==> src/rtl/pmem_arb_pkg.sv <==
// Shared constants, FSM state type and address helper for the line arbiter.
// Line/beat geometry is fixed here so the interface, arbiter and bench agree.
package pmem_arb_pkg;

    localparam int CACHE_LINE_WIDTH = 256;
    localparam int BURST_LEN        = 4;
    localparam int ADDR_WIDTH       = 32;

    localparam int BURST_WIDTH = CACHE_LINE_WIDTH / BURST_LEN;
    localparam int OFFSET_BITS = $clog2(CACHE_LINE_WIDTH / 8);
    localparam int CNT_WIDTH   = (BURST_LEN > 1) ? $clog2(BURST_LEN) : 1;

    typedef enum logic [1:0] {
        ST_IDLE     = 2'd0,
        ST_RD_BURST = 2'd1,
        ST_WR_BURST = 2'd2,
        ST_DONE     = 2'd3
    } pmem_arb_state_t;

    // Clears the byte-within-line offset so memory always sees line-aligned addresses.
    function automatic logic [ADDR_WIDTH-1:0] line_align(input logic [ADDR_WIDTH-1:0] addr);
        return {addr[ADDR_WIDTH-1:OFFSET_BITS], {OFFSET_BITS{1'b0}}};
    endfunction

endpackage

==> src/rtl/pmem_line_arbiter_if.sv <==
// Bundle of the two cache-line requester ports, the burst memory port and the error flag.
// The arbiter connects through the slave modport; the environment uses master.
interface pmem_line_arbiter_if;
    import pmem_arb_pkg::*;

    // Handshake: a requester holds read/write/addr/wdata until its one-cycle resp
    // pulse (rdata valid with resp) and drops the request the cycle after.
    // Memory holds mem_read/mem_write/mem_addr steady until the last beat; each
    // cycle with mem_resp=1 transfers one beat, BURST_LEN beats per command.
    logic                        req0_read;
    logic                        req0_write;
    logic [ADDR_WIDTH-1:0]       req0_addr;
    logic [CACHE_LINE_WIDTH-1:0] req0_wdata;
    logic [CACHE_LINE_WIDTH-1:0] req0_rdata;
    logic                        req0_resp;

    logic                        req1_read;
    logic                        req1_write;
    logic [ADDR_WIDTH-1:0]       req1_addr;
    logic [CACHE_LINE_WIDTH-1:0] req1_wdata;
    logic [CACHE_LINE_WIDTH-1:0] req1_rdata;
    logic                        req1_resp;

    logic                        mem_read;
    logic                        mem_write;
    logic [ADDR_WIDTH-1:0]       mem_addr;
    logic [BURST_WIDTH-1:0]      mem_wdata;
    logic [BURST_WIDTH-1:0]      mem_rdata;
    logic                        mem_resp;
    logic                        mem_error;

    logic                        err_sticky;

    modport slave (
        input  req0_read, req0_write, req0_addr, req0_wdata,
        output req0_rdata, req0_resp,
        input  req1_read, req1_write, req1_addr, req1_wdata,
        output req1_rdata, req1_resp,
        output mem_read, mem_write, mem_addr, mem_wdata,
        input  mem_rdata, mem_resp, mem_error,
        output err_sticky
    );

    modport master (
        output req0_read, req0_write, req0_addr, req0_wdata,
        input  req0_rdata, req0_resp,
        output req1_read, req1_write, req1_addr, req1_wdata,
        input  req1_rdata, req1_resp,
        input  mem_read, mem_write, mem_addr, mem_wdata,
        output mem_rdata, mem_resp, mem_error,
        input  err_sticky
    );

endinterface

==> src/rtl/rr_arb2.sv <==
// Two-way round-robin grant: a lone requester wins; on a tie the port that
// did not win last time is chosen.
module rr_arb2 (
    input  logic i_pend0,
    input  logic i_pend1,
    input  logic i_last_grant,
    output logic o_grant_valid,
    output logic o_grant_id
);

    always_comb begin
        o_grant_valid = i_pend0 | i_pend1;
        o_grant_id    = 1'b0;
        if (i_pend0 && i_pend1) begin
            o_grant_id = ~i_last_grant;
        end else if (i_pend1) begin
            o_grant_id = 1'b1;
        end
    end

endmodule

==> src/rtl/pmem_line_arbiter.sv <==
// Shares one burst memory port between the I-cache (port 0) and D-cache (port 1),
// splitting line writes into beats and assembling read beats into a line.
module pmem_line_arbiter
    import pmem_arb_pkg::*;
(
    input  logic               clk,
    input  logic               rst_n,
    pmem_line_arbiter_if.slave bus,
    output pmem_arb_state_t    o_dbg_state
);

    pmem_arb_state_t             r_state;
    logic                        r_port;
    logic                        r_last_grant;
    logic [CNT_WIDTH-1:0]        r_cnt;
    logic [CACHE_LINE_WIDTH-1:0] r_buf;
    logic                        r_mem_read;
    logic                        r_mem_write;
    logic [ADDR_WIDTH-1:0]       r_mem_addr;
    logic                        r_resp0;
    logic                        r_resp1;
    logic                        r_err;

    logic                        w_pend0;
    logic                        w_pend1;
    logic                        w_grant_valid;
    logic                        w_grant_id;
    logic                        w_sel_read;
    logic                        w_sel_write;
    logic [ADDR_WIDTH-1:0]       w_sel_addr;
    logic [CACHE_LINE_WIDTH-1:0] w_sel_wdata;
    logic                        w_last_beat;
    logic [BURST_WIDTH-1:0]      w_beat_wdata;

    assign w_pend0 = bus.req0_read | bus.req0_write;
    assign w_pend1 = bus.req1_read | bus.req1_write;

    rr_arb2 u_rr_arb2 (
        .i_pend0       (w_pend0),
        .i_pend1       (w_pend1),
        .i_last_grant  (r_last_grant),
        .o_grant_valid (w_grant_valid),
        .o_grant_id    (w_grant_id)
    );

    always_comb begin
        w_sel_read  = bus.req0_read;
        w_sel_write = bus.req0_write;
        w_sel_addr  = bus.req0_addr;
        w_sel_wdata = bus.req0_wdata;
        if (w_grant_id) begin
            w_sel_read  = bus.req1_read;
            w_sel_write = bus.req1_write;
            w_sel_addr  = bus.req1_addr;
            w_sel_wdata = bus.req1_wdata;
        end
    end

    // The counter never passes BURST_LEN-1: the terminal beat ends the burst instead.
    assign w_last_beat  = (r_cnt == CNT_WIDTH'(BURST_LEN - 1));
    assign w_beat_wdata = r_buf[int'(r_cnt) * BURST_WIDTH +: BURST_WIDTH];

    always_ff @(posedge clk or negedge rst_n) begin
        if (!rst_n) begin
            r_state      <= ST_IDLE;
            r_port       <= 1'b0;
            r_last_grant <= 1'b1;
            r_cnt        <= '0;
            r_buf        <= '0;
            r_mem_read   <= 1'b0;
            r_mem_write  <= 1'b0;
            r_mem_addr   <= '0;
            r_resp0      <= 1'b0;
            r_resp1      <= 1'b0;
            r_err        <= 1'b0;
        end else begin
            case (r_state)
                ST_IDLE: begin
                    if (w_grant_valid) begin
                        r_port       <= w_grant_id;
                        r_last_grant <= w_grant_id;
                        r_mem_addr   <= line_align(w_sel_addr);
                        r_buf        <= w_sel_wdata;
                        r_cnt        <= '0;
                        // Read+write together is illegal; the write wins so no data is lost.
                        if (w_sel_write) begin
                            r_mem_write <= 1'b1;
                            r_state     <= ST_WR_BURST;
                            if (w_sel_read) begin
                                r_err <= 1'b1;
                            end
                        end else begin
                            r_mem_read <= 1'b1;
                            r_state    <= ST_RD_BURST;
                        end
                    end
                end

                ST_RD_BURST: begin
                    if (bus.mem_error) begin
                        r_err      <= 1'b1;
                        r_mem_read <= 1'b0;
                        r_resp0    <= ~r_port;
                        r_resp1    <= r_port;
                        r_state    <= ST_DONE;
                    end else if (bus.mem_resp) begin
                        r_buf[int'(r_cnt) * BURST_WIDTH +: BURST_WIDTH] <= bus.mem_rdata;
                        if (w_last_beat) begin
                            r_mem_read <= 1'b0;
                            r_resp0    <= ~r_port;
                            r_resp1    <= r_port;
                            r_state    <= ST_DONE;
                        end else begin
                            r_cnt <= r_cnt + 1'b1;
                        end
                    end
                end

                ST_WR_BURST: begin
                    if (bus.mem_error) begin
                        r_err       <= 1'b1;
                        r_mem_write <= 1'b0;
                        r_resp0     <= ~r_port;
                        r_resp1     <= r_port;
                        r_state     <= ST_DONE;
                    end else if (bus.mem_resp) begin
                        if (w_last_beat) begin
                            r_mem_write <= 1'b0;
                            r_resp0     <= ~r_port;
                            r_resp1     <= r_port;
                            r_state     <= ST_DONE;
                        end else begin
                            r_cnt <= r_cnt + 1'b1;
                        end
                    end
                end

                ST_DONE: begin
                    r_resp0 <= 1'b0;
                    r_resp1 <= 1'b0;
                    r_state <= ST_IDLE;
                end

                default: begin
                    r_state <= ST_IDLE;
                end
            endcase
        end
    end

    assign bus.req0_resp  = r_resp0;
    assign bus.req1_resp  = r_resp1;
    assign bus.req0_rdata = r_resp0 ? r_buf : '0;
    assign bus.req1_rdata = r_resp1 ? r_buf : '0;

    assign bus.mem_read   = r_mem_read;
    assign bus.mem_write  = r_mem_write;
    assign bus.mem_addr   = r_mem_addr;
    assign bus.mem_wdata  = (r_state == ST_WR_BURST) ? w_beat_wdata : '0;

    assign bus.err_sticky = r_err;
    assign o_dbg_state    = r_state;

endmodule

==> src/flat_wrapper.sv <==
// flat-port wrapper written by rule: the top's interface ports become plain ports
module pmem_line_arbiter_flat import pmem_arb_pkg::*;
  (clk, rst_n, o_dbg_state, bus_req0_read, bus_req0_write, bus_req0_addr, bus_req0_wdata, bus_req0_rdata, bus_req0_resp, bus_req1_read, bus_req1_write, bus_req1_addr, bus_req1_wdata, bus_req1_rdata, bus_req1_resp, bus_mem_read, bus_mem_write, bus_mem_addr, bus_mem_wdata, bus_mem_rdata, bus_mem_resp, bus_mem_error, bus_err_sticky);
  pmem_line_arbiter_if bus_i ();
  input  logic clk;
  input  logic rst_n;
  output pmem_arb_state_t o_dbg_state;
  input wire logic [$bits(bus_i.req0_read)-1:0] bus_req0_read;
  input wire logic [$bits(bus_i.req0_write)-1:0] bus_req0_write;
  input wire logic [$bits(bus_i.req0_addr)-1:0] bus_req0_addr;
  input wire logic [$bits(bus_i.req0_wdata)-1:0] bus_req0_wdata;
  output wire logic [$bits(bus_i.req0_rdata)-1:0] bus_req0_rdata;
  output wire logic [$bits(bus_i.req0_resp)-1:0] bus_req0_resp;
  input wire logic [$bits(bus_i.req1_read)-1:0] bus_req1_read;
  input wire logic [$bits(bus_i.req1_write)-1:0] bus_req1_write;
  input wire logic [$bits(bus_i.req1_addr)-1:0] bus_req1_addr;
  input wire logic [$bits(bus_i.req1_wdata)-1:0] bus_req1_wdata;
  output wire logic [$bits(bus_i.req1_rdata)-1:0] bus_req1_rdata;
  output wire logic [$bits(bus_i.req1_resp)-1:0] bus_req1_resp;
  output wire logic [$bits(bus_i.mem_read)-1:0] bus_mem_read;
  output wire logic [$bits(bus_i.mem_write)-1:0] bus_mem_write;
  output wire logic [$bits(bus_i.mem_addr)-1:0] bus_mem_addr;
  output wire logic [$bits(bus_i.mem_wdata)-1:0] bus_mem_wdata;
  input wire logic [$bits(bus_i.mem_rdata)-1:0] bus_mem_rdata;
  input wire logic [$bits(bus_i.mem_resp)-1:0] bus_mem_resp;
  input wire logic [$bits(bus_i.mem_error)-1:0] bus_mem_error;
  output wire logic [$bits(bus_i.err_sticky)-1:0] bus_err_sticky;
  assign bus_i.req0_read = bus_req0_read;
  assign bus_i.req0_write = bus_req0_write;
  assign bus_i.req0_addr = bus_req0_addr;
  assign bus_i.req0_wdata = bus_req0_wdata;
  assign bus_req0_rdata = bus_i.req0_rdata;
  assign bus_req0_resp = bus_i.req0_resp;
  assign bus_i.req1_read = bus_req1_read;
  assign bus_i.req1_write = bus_req1_write;
  assign bus_i.req1_addr = bus_req1_addr;
  assign bus_i.req1_wdata = bus_req1_wdata;
  assign bus_req1_rdata = bus_i.req1_rdata;
  assign bus_req1_resp = bus_i.req1_resp;
  assign bus_mem_read = bus_i.mem_read;
  assign bus_mem_write = bus_i.mem_write;
  assign bus_mem_addr = bus_i.mem_addr;
  assign bus_mem_wdata = bus_i.mem_wdata;
  assign bus_i.mem_rdata = bus_mem_rdata;
  assign bus_i.mem_resp = bus_mem_resp;
  assign bus_i.mem_error = bus_mem_error;
  assign bus_err_sticky = bus_i.err_sticky;
  pmem_line_arbiter u_core (.clk(clk), .rst_n(rst_n), .bus(bus_i), .o_dbg_state(o_dbg_state));
endmodule
==> config.mk <==
export PLATFORM = sky130hd
export DESIGN_NAME = pmem_line_arbiter_flat
export DESIGN_NICKNAME = d
export VERILOG_FILES = /design/src/rtl/pmem_arb_pkg.sv /design/src/rtl/pmem_line_arbiter_if.sv /design/src/rtl/rr_arb2.sv /design/src/rtl/pmem_line_arbiter.sv /design/src/flat_wrapper.sv
export SDC_FILE = /design/constraint.sdc
export NUM_CORES = 1
export LEC_CHECK = 0
export ABC_CLOCK_PERIOD_IN_PS = 5800
export CORE_AREA = 2 2 489 491
export DETAILED_ROUTE_END_ITERATION = 6
export DIE_AREA = 0 0 491 493
export PLACE_DENSITY = 0.41
export RECOVER_POWER = 25
export SLEW_MARGIN = 20
export SYNTH_ARGS = -nofsm -noshare
export SYNTH_HDL_FRONTEND = slang
export SYNTH_SLANG_ARGS = --single-unit
export TNS_END_PERCENT = 1
==> constraint.sdc <==
create_clock -name clk -period 5.8 [get_ports clk]
set_input_delay 1.16 -clock clk [delete_from_list [all_inputs] [get_ports clk]]
set_output_delay 1.16 -clock clk [all_outputs]
set_load 0.1 [all_outputs]
==> flow_metrics.tcl, run 1 <==
set metrics [dict create \
    status "complete, but fails checks" \
    violations "capacitance limit, slew limit" \
    avgSynthCellArea_um2 7.78 \
    grt_max_degree 112 \
    clock_latency_ps 660 \
    fin_crit_ps 4880 \
    seq_area_frac_synth 0.319 \
    fin_skew_ps 12.7 \
    cp-end-kind "output port" \
    nNetsFinal 4662 \
    dpl.hpwl_mm 197 \
    vias 29346 \
    synth_area_um2 23000 \
    start_util 0.0972 \
    fp-row-count 179 \
    grt_pass1_vias 28383 \
    synth-main-ff-cell "dfrtp_1" \
    final.setup.tns_ps 0 \
    wire_per_inst_um 33.7 \
    drc 0 \
    dieArea_um2 242000 \
    cts_tree "yes" \
    drt_pass1_iterations 6 \
    track_usage 0.193 \
    routed_wl_mm 245 \
    hold_viol_final 0 \
    yosysWarnings 0 \
    drt_iter0_drc 2733 \
    ys_top_cells_by_area "dfrtp_1, and2_1, a21o_1, a31oi_1, mux4_2" \
    chipWidth_um 491 \
    h-tree-depth 2 \
    synth_cell_types 41 \
    worstSetupStartpointType "flop" \
    clockBufferDepth 3 \
    grt_pass1_wl_mm 310 \
    setup_viol 0 \
    cts_buffers 46 \
    die_h_um 493 \
    cts-root-buf "clkbuf_16" \
    portBuffers 1247 \
    gr-usage-met3 0.0845 \
    cts_sinks 294 \
    synth.most_common_cell "and2_1" \
    crit_type "reg2out" \
    synthToLayoutAreaGrowth_pct 75.2 \
    post-route-util 0.170 \
    ys_top_cells_by_count "and2_1, dfrtp_1, nand2_1, o21ai_0, nand3_1" \
    gr-usage-met2 0.298 \
    synth-edff-count 0 \
    antenna_found_initial 164 \
    ys_ff_latch 294 \
    yosysTopAreaCell "dfrtp_1" \
    viasPerCell 4.05 \
    ios 1263 \
    max_slew_margin -1.54 \
    clk_pin_slew_ps 60 \
    rsz0062_at_grt "no" \
    use_met1 0.241 \
    synth_cells 2962 \
    yosys.area.top_type_share 0.318 \
    cts_setup_buffers 0 \
    ys_async_sr_fraction 1.00 \
    top_usage_layer "met2" \
    core_area_um2 237000 \
    grt-ovfl-total 0 \
    max_freq_mhz 205 \
    critPathMaxFanout 33 \
    maxCapViolations 2 \
    postCtsHoldBufs 0 \
    arrival_ps 3720 \
    layout-drive-gt1-share 0.0922 \
    cp.required_ps 4640 \
    ant_nets 0 \
    worst_slew_pin_slew_ps 3810 \
    place_congestion 0.918 \
    cts_resized 0 \
    slew_viol_final 135 \
    timing.final.crit_share 0.842 \
    hold_path.class "reg2reg" \
]
==> flip-flops by register name, indices dropped and copies added (netlist names) <==
| name | count |
|---|---|
| u_core.bus.err_sticky | 1 |
| u_core.o_dbg_state | 2 |
| u_core.bus.mem_addr | 27 |
| u_core.bus.req0_resp | 1 |
| u_core.r_port | 1 |
| u_core.bus.req1_resp | 1 |
| u_core.bus.mem_write | 1 |
| u_core.r_buf | 256 |
| u_core.r_cnt | 2 |
| u_core.r_last_grant | 1 |
| u_core.bus.mem_read | 1 |
==> cells in the final DEF, fill, tap and decap left out, types with 29 or more instances in the layout <==
master           count
buf_4              178
diode_2             48
clkbuf_16           47
nand2_1            290
clkdlybuf4s50_1   1101
mux4_2              64
dfrtp_1            289
a21oi_1             69
a31oi_1            257
nand3_1            259
and2_1             577
mux2i_1             29
a21o_1             256
nor2_1             196
o21ai_0            277
==> logic make-up (layout without fill, tap and decap cells) <==
logic type	Yosys count	in the layout	share of synthesized area
flops	294	294	0.319
compound gates	887	887	0.237
buf+inv	334	1404	0.0632
other cells	1	53	0.000163
mux	94	94	0.0757
fa+ha+maj	10	10	0.00543
simple gates	1342	1342	0.299
==> metrics by stage <==
stage                     std cells  cell area (um2)  setup WS (ps)  hold slack [ps]
final                          7251            40400            917              470
after global routing           7218            40300            653              497
after CTS                      7203            40300            678              408
after detailed placement       7123            38700           1440              461
after global placement         7122            38700           1450              461
after floorplan                2966            23000           2150              472
==> area by class of cell <==
cell class              count  area (um2)
flip-flops and latches    294        7370
clock buffers              61        1280
fillers                 26950      197000
diodes                     48         120
repair buffers           1314       12900
clock inverters            19         279
well taps                3167        3960
inverters                  10        37.5
multi-input cells        2338       14400
==> final timing paths <==
check,startpoint,cells past startpoint,slack [ps],endpoint
max in group asynchronous,rst_n,2,1260,u_core.r_cnt[1]$_DFFE_PN0P_
worst max-delay path,u_core.r_cnt[0]$_DFFE_PN0P_,4,920,bus_mem_wdata[21]
min in group asynchronous,rst_n,1,1820,u_core.r_buf[136]$_DFFE_PN0P_
worst min-delay path,u_core.bus.err_sticky$_DFFE_PN0P_,1,470,u_core.bus.err_sticky$_DFFE_PN0P_
worst max register to register,u_core.r_cnt[1]$_DFFE_PN0P_,8,1870,u_core.r_buf[33]$_DFFE_PN0P_
worst min register to register,u_core.bus.err_sticky$_DFFE_PN0P_,1,470,u_core.bus.err_sticky$_DFFE_PN0P_
==> layer usage <==
layer  vias to the layer above  part of all wire
li1                      12472                 -
met1                     14692              0.41
met2                      1738              0.44
met3                       356              0.12
met4                        88             0.029
met5                         -            0.0024
==> critical path, stage by stage (launching register included) <==
cell and delay (ps):
dfrtp_4 950, buf_12 300, mux4_2 550, and2_1 170
clkdlybuf4s50_1 990
Power of run 1 is not shown: default switching activity piles up to over one toggle a cycle in this logic, so the estimate is an artifact.
==> run 2: changes to the inputs <==
Settings changed: ABC_CLOCK_PERIOD_IN_PS 5800 to 4000, PLACE_DENSITY 0.41 to 0.42.
Clock period 5.8 ns to 4 ns, I/O delays scaled along.
==> run 2 against run 1 <==
Against the previous run: the run still ends with capacitance limit, slew limit left; worst hold slack improved by 4.7 ps; final cell count increased by 0.70%; utilization decreased by 0.26 points; sequential share of layout area increased by 0.28 points; worst setup slack got worse by 660 ps; count of clock-buffer cells in the layout increased by 8; highest routed layer unchanged; critical path depth unchanged.
==> flow_metrics.tcl, run 2 (synthesis results as in run 1) <==
set metrics [dict create \
    cts_setup_buffers 0 \
    largest-register "u_core.r_buf" \
    status "complete, but fails checks" \
    wire_per_inst_um 33.4 \
    cp-end-kind "output port" \
    path_cells "buf_4 > mux4_2 > and2_1 > buf_4" \
    worstSetupStartpointType "flop" \
    cts_sinks 294 \
    synthToLayoutAreaGrowth_pct 72.5 \
    grt-ovfl-total 0 \
    die_h_um 493 \
    final.fill_count 27089 \
    track_usage 0.192 \
    cp_slowest_cell "dfrtp_4" \
    cts_resized 0 \
    drt_pass1_iterations 5 \
    whs_path_depth 2 \
    cp.required_ps 3200 \
    antenna_found_initial 167 \
    drc 0 \
    fp-row-count 179 \
    hold_path.class "reg2reg" \
    grt_pass1_wl_mm 309 \
    final.setup.tns_ps 0 \
    nNetsFinal 4715 \
    max_slew_margin -0.852 \
    cts-root-buf "clkbuf_16" \
    cp_slowest_stage_delay_ps 820 \
    setup_viol 0 \
    place_congestion 0.935 \
    arrival_ps 2950 \
    vias 29605 \
    critPathMaxFanout 24 \
    ios 1263 \
    maxCapViolations 1 \
    slew_viol_final 68 \
    violations "capacitance limit, slew limit" \
    dpl.hpwl_mm 201 \
    hold_viol_final 0 \
    rsz0062_at_grt "no" \
    routed_wl_mm 244 \
    critPathMostFrequentCell "buf_4" \
    core_area_um2 237000 \
    timing.final.crit_share 0.937 \
    rr_worst_depth 8 \
    largest_reg_flops 256 \
    ant_nets 0 \
    grt_max_degree 91 \
    fin_skew_ps 29.9 \
    fin_crit_ps 3750 \
    cts_buffers 47 \
    postCtsHoldBufs 0 \
    worst_slew_pin_slew_ps 2780 \
    start_util 0.0972 \
    crit_type "reg2out" \
    cts_tree "yes" \
    viasPerCell 4.05 \
    drt_iter0_drc 2898 \
    portBuffers 1247 \
    dieArea_um2 242000 \
    final_cell_mix "clkdlybuf4s50_1, buf_4, and2_1" \
    clock_latency_ps 660 \
    final_common_cell "clkdlybuf4s50_1" \
    max_freq_mhz 267 \
    h-tree-depth 2 \
    clk_pin_slew_ps 60 \
    grt_pass1_vias 28750 \
    layout-drive-gt1-share 0.209 \
    chipWidth_um 491 \
    clockBufferDepth 3 \
]
## run 2: per-layer routing
metal | part of all wire | up-vias | GRT usage
met5 | 0.0026 | - | 0
met4 | 0.022 | 100 | 0.0387
met3 | 0.14 | 330 | 0.101
met2 | 0.45 | 1798 | 0.306
met1 | 0.39 | 14806 | 0.229
li1 | - | 12571 | -
## run 2: final cells by class
cell class	count	area, um2	share of cell area
antenna	42	105	0.00264
clock buffer	69	1370	0.0345
clock inverter	16	185	0.00466
inverter	10	37.5	0.000945
multi-input combinational	2338	14400	0.362
sequential	294	7370	0.186
tap	3167	3960	0.0997
timing repair buffer	1366	12300	0.310
## run 2: worst paths after layout
path                                                      from                                  end  slack, ps
setup / recovery                   u_core.r_cnt[1]$_DFFE_PN0P_                    bus_mem_wdata[19]        250
hold / removal             u_core.bus.mem_addr[10]$_DFFE_PN0P_  u_core.bus.mem_addr[10]$_DFFE_PN0P_        470
setup reg to reg             u_core.o_dbg_state[1]$_DFFE_PN0P_        u_core.r_buf[224]$_DFFE_PN0P_        880
hold reg to reg            u_core.bus.mem_addr[10]$_DFFE_PN0P_  u_core.bus.mem_addr[10]$_DFFE_PN0P_        470
max in group asynchronous                                rst_n        u_core.r_buf[207]$_DFFE_PN0P_        690
min in group asynchronous                                rst_n  u_core.bus.mem_addr[17]$_DFFE_PN0P_       1000
## run 2: metrics by stage
| step | worst slack (ps) | instances | hold WS, ps | util | area, um2 |
|---|---|---|---|---|---|
| global route | 200 | 7272 | 494 | 0.167 | 39700 |
| floorplan | 708 | 2966 | 472 | - | 23000 |
| CTS | 166 | 7260 | 165 | 0.168 | 39700 |
| finish | 252 | 7302 | 475 | 0.168 | 39700 |
| detailed placement | 616 | 7175 | 468 | 0.161 | 38100 |
| global placement | 641 | 7175 | 462 | 0.161 | 38100 |
## run 2: critical path: cells and delay by family, from the launching register on
family | cells | cell delay, ps
multiplexers | 1 | 450
AND/OR/NAND/NOR | 1 | 210
buffers and inverters | 2 | 740
flip-flops | 1 | 820
Power of run 2 is left out for the same reason.
